**src/rtl/regfile_tagged.sv**
```systemverilog
// regfile_tagged: architectural register file for the out-of-order core.
// Each register carries a busy bit and the tag (ROB index) of the instruction
// that will produce its next value. Dispatch reads operands and renames
// destinations through the issue port. The ROB retires results through the
// commit port. A flush drops all pending producers.
//
// Ports:
//   clk, rst          rising-edge clock, asynchronous active-low reset
//   rdy               1 = run, 0 = hold all state (iss/cmt/flush ignored)
//   flush             clear every busy bit and tag; same-cycle issue dropped
//   iss_we/addr/tag   mark iss_addr busy, waiting on producer iss_tag
//   cmt_we/addr/tag/data  write cmt_data; clear busy if the tag still matches
//   rd_addr           NRD packed read addresses, port k at [k*AW +: AW]
//   rd_data/busy/tag  combinational read results with commit bypass
//   busy_cnt          registered number of busy registers
module regfile_tagged #(
  parameter int XLEN = 32,
  parameter int NREG = 32,
  parameter int AW   = 5,
  parameter int NRD  = 2,
  parameter int TAGW = 4
) (
  input  logic                 clk,
  input  logic                 rst,
  input  logic                 rdy,
  input  logic                 flush,
  input  logic                 iss_we,
  input  logic [AW-1:0]        iss_addr,
  input  logic [TAGW-1:0]      iss_tag,
  input  logic                 cmt_we,
  input  logic [AW-1:0]        cmt_addr,
  input  logic [TAGW-1:0]      cmt_tag,
  input  logic [XLEN-1:0]      cmt_data,
  input  logic [NRD*AW-1:0]    rd_addr,
  output logic [NRD*XLEN-1:0]  rd_data,
  output logic [NRD-1:0]       rd_busy,
  output logic [NRD*TAGW-1:0]  rd_tag,
  output logic [AW:0]          busy_cnt
);

  logic [XLEN-1:0] regs [NREG];
  logic [TAGW-1:0] tag  [NREG];
  logic [NREG-1:0] busy;

  logic        cmt_fire;
  logic        cmt_clr;
  logic        iss_fire;
  logic        iss_was_busy;
  logic        cnt_inc;
  logic        cnt_dec;
  logic [AW:0] busy_cnt_nxt;

  assign cmt_fire = rdy && cmt_we && (cmt_addr != '0);
  assign iss_fire = rdy && iss_we && (iss_addr != '0) && !flush;

  // A commit retires the producer only if it is still the newest one recorded.
  assign cmt_clr = cmt_fire && busy[cmt_addr] && (tag[cmt_addr] == cmt_tag);

  // Busy state of the issue target after this cycle's commit has been applied.
  // An issue to a register that is being released counts as a fresh increment.
  assign iss_was_busy = busy[iss_addr] && !(cmt_clr && (cmt_addr == iss_addr));
  assign cnt_inc      = iss_fire && !iss_was_busy;
  assign cnt_dec      = cmt_clr;

  always_comb begin
    busy_cnt_nxt = busy_cnt;
    if (flush) begin
      busy_cnt_nxt = '0;
    end else begin
      busy_cnt_nxt = busy_cnt + {{AW{1'b0}}, cnt_inc} - {{AW{1'b0}}, cnt_dec};
    end
  end

  always_ff @(posedge clk or negedge rst) begin
    if (!rst) begin
      regs     <= '{default: '0};
      tag      <= '{default: '0};
      busy     <= '0;
      busy_cnt <= '0;
    end else if (rdy) begin
      if (cmt_fire) begin
        regs[cmt_addr] <= cmt_data;
      end
      if (flush) begin
        busy <= '0;
        tag  <= '{default: '0};
      end else begin
        if (cmt_clr) begin
          busy[cmt_addr] <= 1'b0;
          tag[cmt_addr]  <= '0;
        end
        // Issue is later in the block so it wins busy/tag over a same-address commit.
        if (iss_fire) begin
          busy[iss_addr] <= 1'b1;
          tag[iss_addr]  <= iss_tag;
        end
      end
      busy_cnt <= busy_cnt_nxt;
    end
  end

  // Read ports see pre-edge state plus the committing value; a same-cycle
  // issue is deliberately invisible (sources are read before renaming).
  for (genvar k = 0; k < NRD; k++) begin : g_rd
    logic [AW-1:0]   a;
    logic [XLEN-1:0] d;
    logic            b;
    logic [TAGW-1:0] t;

    assign a = rd_addr[k*AW +: AW];

    always_comb begin
      d = '0;
      b = 1'b0;
      t = '0;
      if (rst && (a != '0)) begin
        if (cmt_fire && (cmt_addr == a)) begin
          d = cmt_data;
          if (!cmt_clr) begin
            b = busy[a];
            t = busy[a] ? tag[a] : '0;
          end
        end else begin
          d = regs[a];
          b = busy[a];
          t = busy[a] ? tag[a] : '0;
        end
      end
    end

    assign rd_data[k*XLEN +: XLEN] = d;
    assign rd_busy[k]              = b;
    assign rd_tag[k*TAGW +: TAGW]  = t;
  end

endmodule

```
**config.mk**
```make
export PLATFORM = sky130hd
export DESIGN_NAME = regfile_tagged
export DESIGN_NICKNAME = d
export VERILOG_FILES = /design/src/rtl/regfile_tagged.sv
export SDC_FILE = /design/constraint.sdc
export NUM_CORES = 2
export LEC_CHECK = 0
export BUFFER_PORTS_ARGS = -buffer_cell sky130_fd_sc_hd__buf_2
export CAP_MARGIN = 25
export CORE_MARGIN = 2
export CORE_UTILIZATION = 35
export CTS_CLUSTER_DIAMETER = 80
export DETAILED_ROUTE_END_ITERATION = 8
export PLACE_DENSITY = 0.57
export SLEW_MARGIN = 20
export SYNTH_ARGS = -nofsm -noshare
export SYNTH_HDL_FRONTEND = slang
export SYNTH_SLANG_ARGS = --single-unit
```
**constraint.sdc**
```tcl
create_clock -name clk -period 4.78 [get_ports clk]
set_clock_uncertainty 0.05 [all_clocks]
set_input_delay 0.956 -clock clk [delete_from_list [all_inputs] [get_ports clk]]
set_output_delay 0.956 -clock clk [all_outputs]
set_load 0.02 [all_outputs]
```
==> results.json <==
{
  "cp-end-kind": "output pin",
  "maxCapViolCount": 0,
  "via_count": 50000,
  "worstSetupStartpointType": "flip-flop",
  "antenna_found_initial": 13,
  "cp.required_ps": 3770,
  "postLayoutSetupSlackWorst_ps": -167.5,
  "start_util_pct": 35.12,
  "grt_overflow_total": 0,
  "final_cell_area_um2": 78870,
  "max-vdd-ir-drop_mv": 0.2210,
  "finalCritPeriodShare_pct": 103.5,
  "hold_slack_ps": 346.2,
  "synth_seq_area_share_pct": 43.62,
  "insertion_delay_ps": 800,
  "finalCriticalPeriod_ps": 4947,
  "drt-wirelength-per-cell_um": 30.45,
  "synth_area_per_cell_um2": 12.70,
  "yosys_warnings": 0,
  "violations": "negative setup slack",
  "dpl_cell_area_um2": 73650,
  "cts_max_level": 4,
  "synth_area_um2": 68280,
  "async_reset_ff_share_pct": 100.0,
  "ys_types": 68,
  "max_freq_ghz": 0.2021,
  "clock_path_buffers": 3,
  "rsz0062_at_grt": "true",
  "layout.cells.non_filler": 8057,
  "cts_tree": "yes",
  "nets": 5469,
  "numCtsBuffers": 140,
  "grt_pass1_wl_mm": 358.4,
  "crit_path_max_fanout": 5,
  "status": "finished, violations left",
  "cts_sinks": 1190,
  "grt_pass1_vias": 50360,
  "post-route-drc-count": 0,
  "core_area_um2": 194400,
  "synth.net_count": 5451,
  "drv_slew": 0,
  "netlist_instances": 5378,
  "crit_type": "flip-flop to output pin",
  "leakagePower_uw": 0.03435,
  "grt_start_max_net_pins": 173,
  "dp_hpwl_mm": 148.5,
  "viasPerCell": 6.206,
  "die_x_um": 445.7,
  "p_per_area_nw_per_um2": 365.9,
  "hold_viol_final": 0,
  "preCtsSetupSlack_ps": -465.7,
  "cts.clk_slew.worst_paths_ps": 60,
  "firstDrtPassIters": 5,
  "grt_usage_pct": 24.36,
  "drive_gt1_share_pct": 41.50,
  "ioPinCount": 146,
  "drt_wl_total_mm": 245.4,
  "holdCritPathClass": "flip-flop to flip-flop",
  "worst_pin_slew_ps": 1176,
  "num_rows": 162,
  "synth-edff-count": 0,
  "dieHeight_um": 445.7,
  "fin_total_pwr_uw": 28860,
  "slew_headroom_pct": 21.62,
  "dieArea_um2": 198600,
  "cts_root_buf": "clkbuf_16",
  "io_buffers": 145,
  "drtIter0Drc": 4875,
  "ant_nets": 0,
  "ys_seq_elements": 1190,
  "placedCellCount": 7783,
  "yosys_most_used_dff": "dfrtp_1",
  "setup_viol": 10,
  "routabilityCongestion": 0.8866,
  "worstPathArrival_ps": 3940,
  "synthToLayoutAreaGrowth_pct": 15.52
}
-- cell families after synthesis --
kind of cell	count (synthesis)	share of synthesized area [%]
adder cells (fa/ha/maj)	7	0.1393
multiplexers	1952	37.51
AO/OA/AOI/OAI	1076	11.28
flip-flops	1190	43.62
buffers and inverters	597	3.414
XOR/XNOR	21	0.2694
AND/OR/NAND/NOR	535	3.773
-- power breakdown --
group | internal, uW | switching (uW)
Combinational | 2700 | 2470
Sequential | 11300 | 1070
Clock | 6650 | 4610
Total | 20700 | 8150
-- cells in the final DEF, fill, tap and decap left out, types with 10 or more instances in the layout --
cell	count
xor2_1	11
dfrtp_1	1186
a22oi_1	131
buf_6	15
a221oi_1	128
nor2b_1	126
mux2_2	1126
mux2i_1	452
nand3b_1	10
nor2_4	33
buf_4	223
clkbuf_8	22
a221o_1	124
a21oi_1	221
nor2_1	179
o211ai_1	129
mux4_2	372
nand3_1	10
o21ai_0	228
o22ai_1	22
nor3_1	12
clkbuf_16	144
buf_2	123
a211oi_4	20
clkinv_2	22
inv_1	11
o311ai_0	25
bufinv_16	14
nand2_1	103
clkbuf_1	35
buf_12	87
-- state kept, by name, indices dropped and copies added, names as in the netlist --
| register | flops |
|---|---|
| busy | 32 |
| regs | 1024 |
| tag | 128 |
| busy_cnt | 6 |
-- critical path: stages (launching register included) --
cell and delay (ps):
dfrtp_1 450, mux2_4 290, a222oi_1 280, o2bb2a_2 270, or4_4 510, a211o_4 380
buf_12 140, o41ai_4 310, buf_4 190, buf_12 120, nor2_2 50, buf_6 150
-- path summary, 6_finish.rpt --
check | startpoint | end | slack, ps | cells after the start
worst max-delay path | tag[98] | rd_tag[5] | -170 | 11
worst max register to register | tag[98] | busy_cnt[5] | 70 | 21
max in group asynchronous | rst | regs[541] | 2310 | 4
worst min-delay path | regs[1017] | regs[1017] | 350 | 0
worst min register to register | regs[1017] | regs[1017] | 350 | 0
min in group asynchronous | rst | busy_cnt[0] | 620 | 2
-- metrics by stage --
| stage | utilization (%) | setup TNS, ps |
|---|---|---|
| 2_1_floorplan | - | -368.7 |
| 3_3_place_gp | 37.87 | -4612 |
| 3_5_place_dp | 37.89 | -4370 |
| 4_1_cts | 40.47 | -1447 |
| 5_1_grt | 40.58 | -2382 |
| 6_report | 40.58 | -1404 |
-- synth_stat cells (all sizes together) (3+ instances only) --
| library cell | n | area, um^2 |
|---|---|---|
| a211o | 4 | 35.03 |
| a211oi | 28 | 460.4 |
| a21oi | 225 | 1126 |
| a221o | 124 | 1241 |
| a221oi | 129 | 1130 |
| a22oi | 131 | 983.4 |
| a311oi | 5 | 43.79 |
| a31oi | 3 | 18.77 |
| and2 | 7 | 43.79 |
| and3 | 8 | 50.05 |
| and3b | 3 | 26.28 |
| and4 | 3 | 26.28 |
| buf | 110 | 503.0 |
| clkbuf | 473 | 1775 |
| dfrtp | 1190 | 29780 |
| ha | 6 | 75.07 |
| inv | 13 | 48.80 |
| mux2 | 1128 | 12710 |
| mux2i | 452 | 4524 |
| mux4 | 372 | 8378 |
| nand2 | 108 | 405.4 |
| nand2b | 4 | 25.02 |
| nand3 | 10 | 50.05 |
| nand3b | 10 | 75.07 |
| nor2 | 216 | 810.8 |
| nor2b | 128 | 800.8 |
| nor3 | 13 | 65.06 |
| o211ai | 129 | 968.4 |
| o21ai | 228 | 1141 |
| o22ai | 23 | 143.9 |
| o311ai | 25 | 219.0 |
| o41ai | 4 | 35.03 |
| or2 | 4 | 25.02 |
| or3 | 3 | 18.77 |
| or3b | 4 | 35.03 |
| xnor2 | 10 | 87.58 |
| xor2 | 11 | 96.34 |
-- final cells by class --
class	instances	area (um^2)
Antenna cell	4	10.01
Clock buffer	200	4013
Clock inverter	57	782.0
Fill cell	18030	115500
Inverter	14	57.56
Multi-Input combinational cell	3591	36640
Sequential cell	1190	29780
Tap cell	2542	3181
Timing Repair Buffer	459	4413
-- layer usage --
layer  track usage, %  share of wire, %  wire [um]  up-vias
li1                 -                 -          -    20750
met1            32.25                42     102000    26620
met2            38.89                47     115100     2036
met3            4.245               6.6      16140      588
met4            11.21               4.9      12050       10
met5                0             0.020         50        -
-- timing repair --
item | CTS | global route
buffers inserted | 6 | 3
hold endpoints to repair | 32 | 0
gates cloned | 1 | 0
pin swaps | 6 | 16
endpoints found under the setup margin | 11 | 14
resized for setup | 40 | 27
hold buffers | 1 | 0
Power figures use the tool's default switching activity.
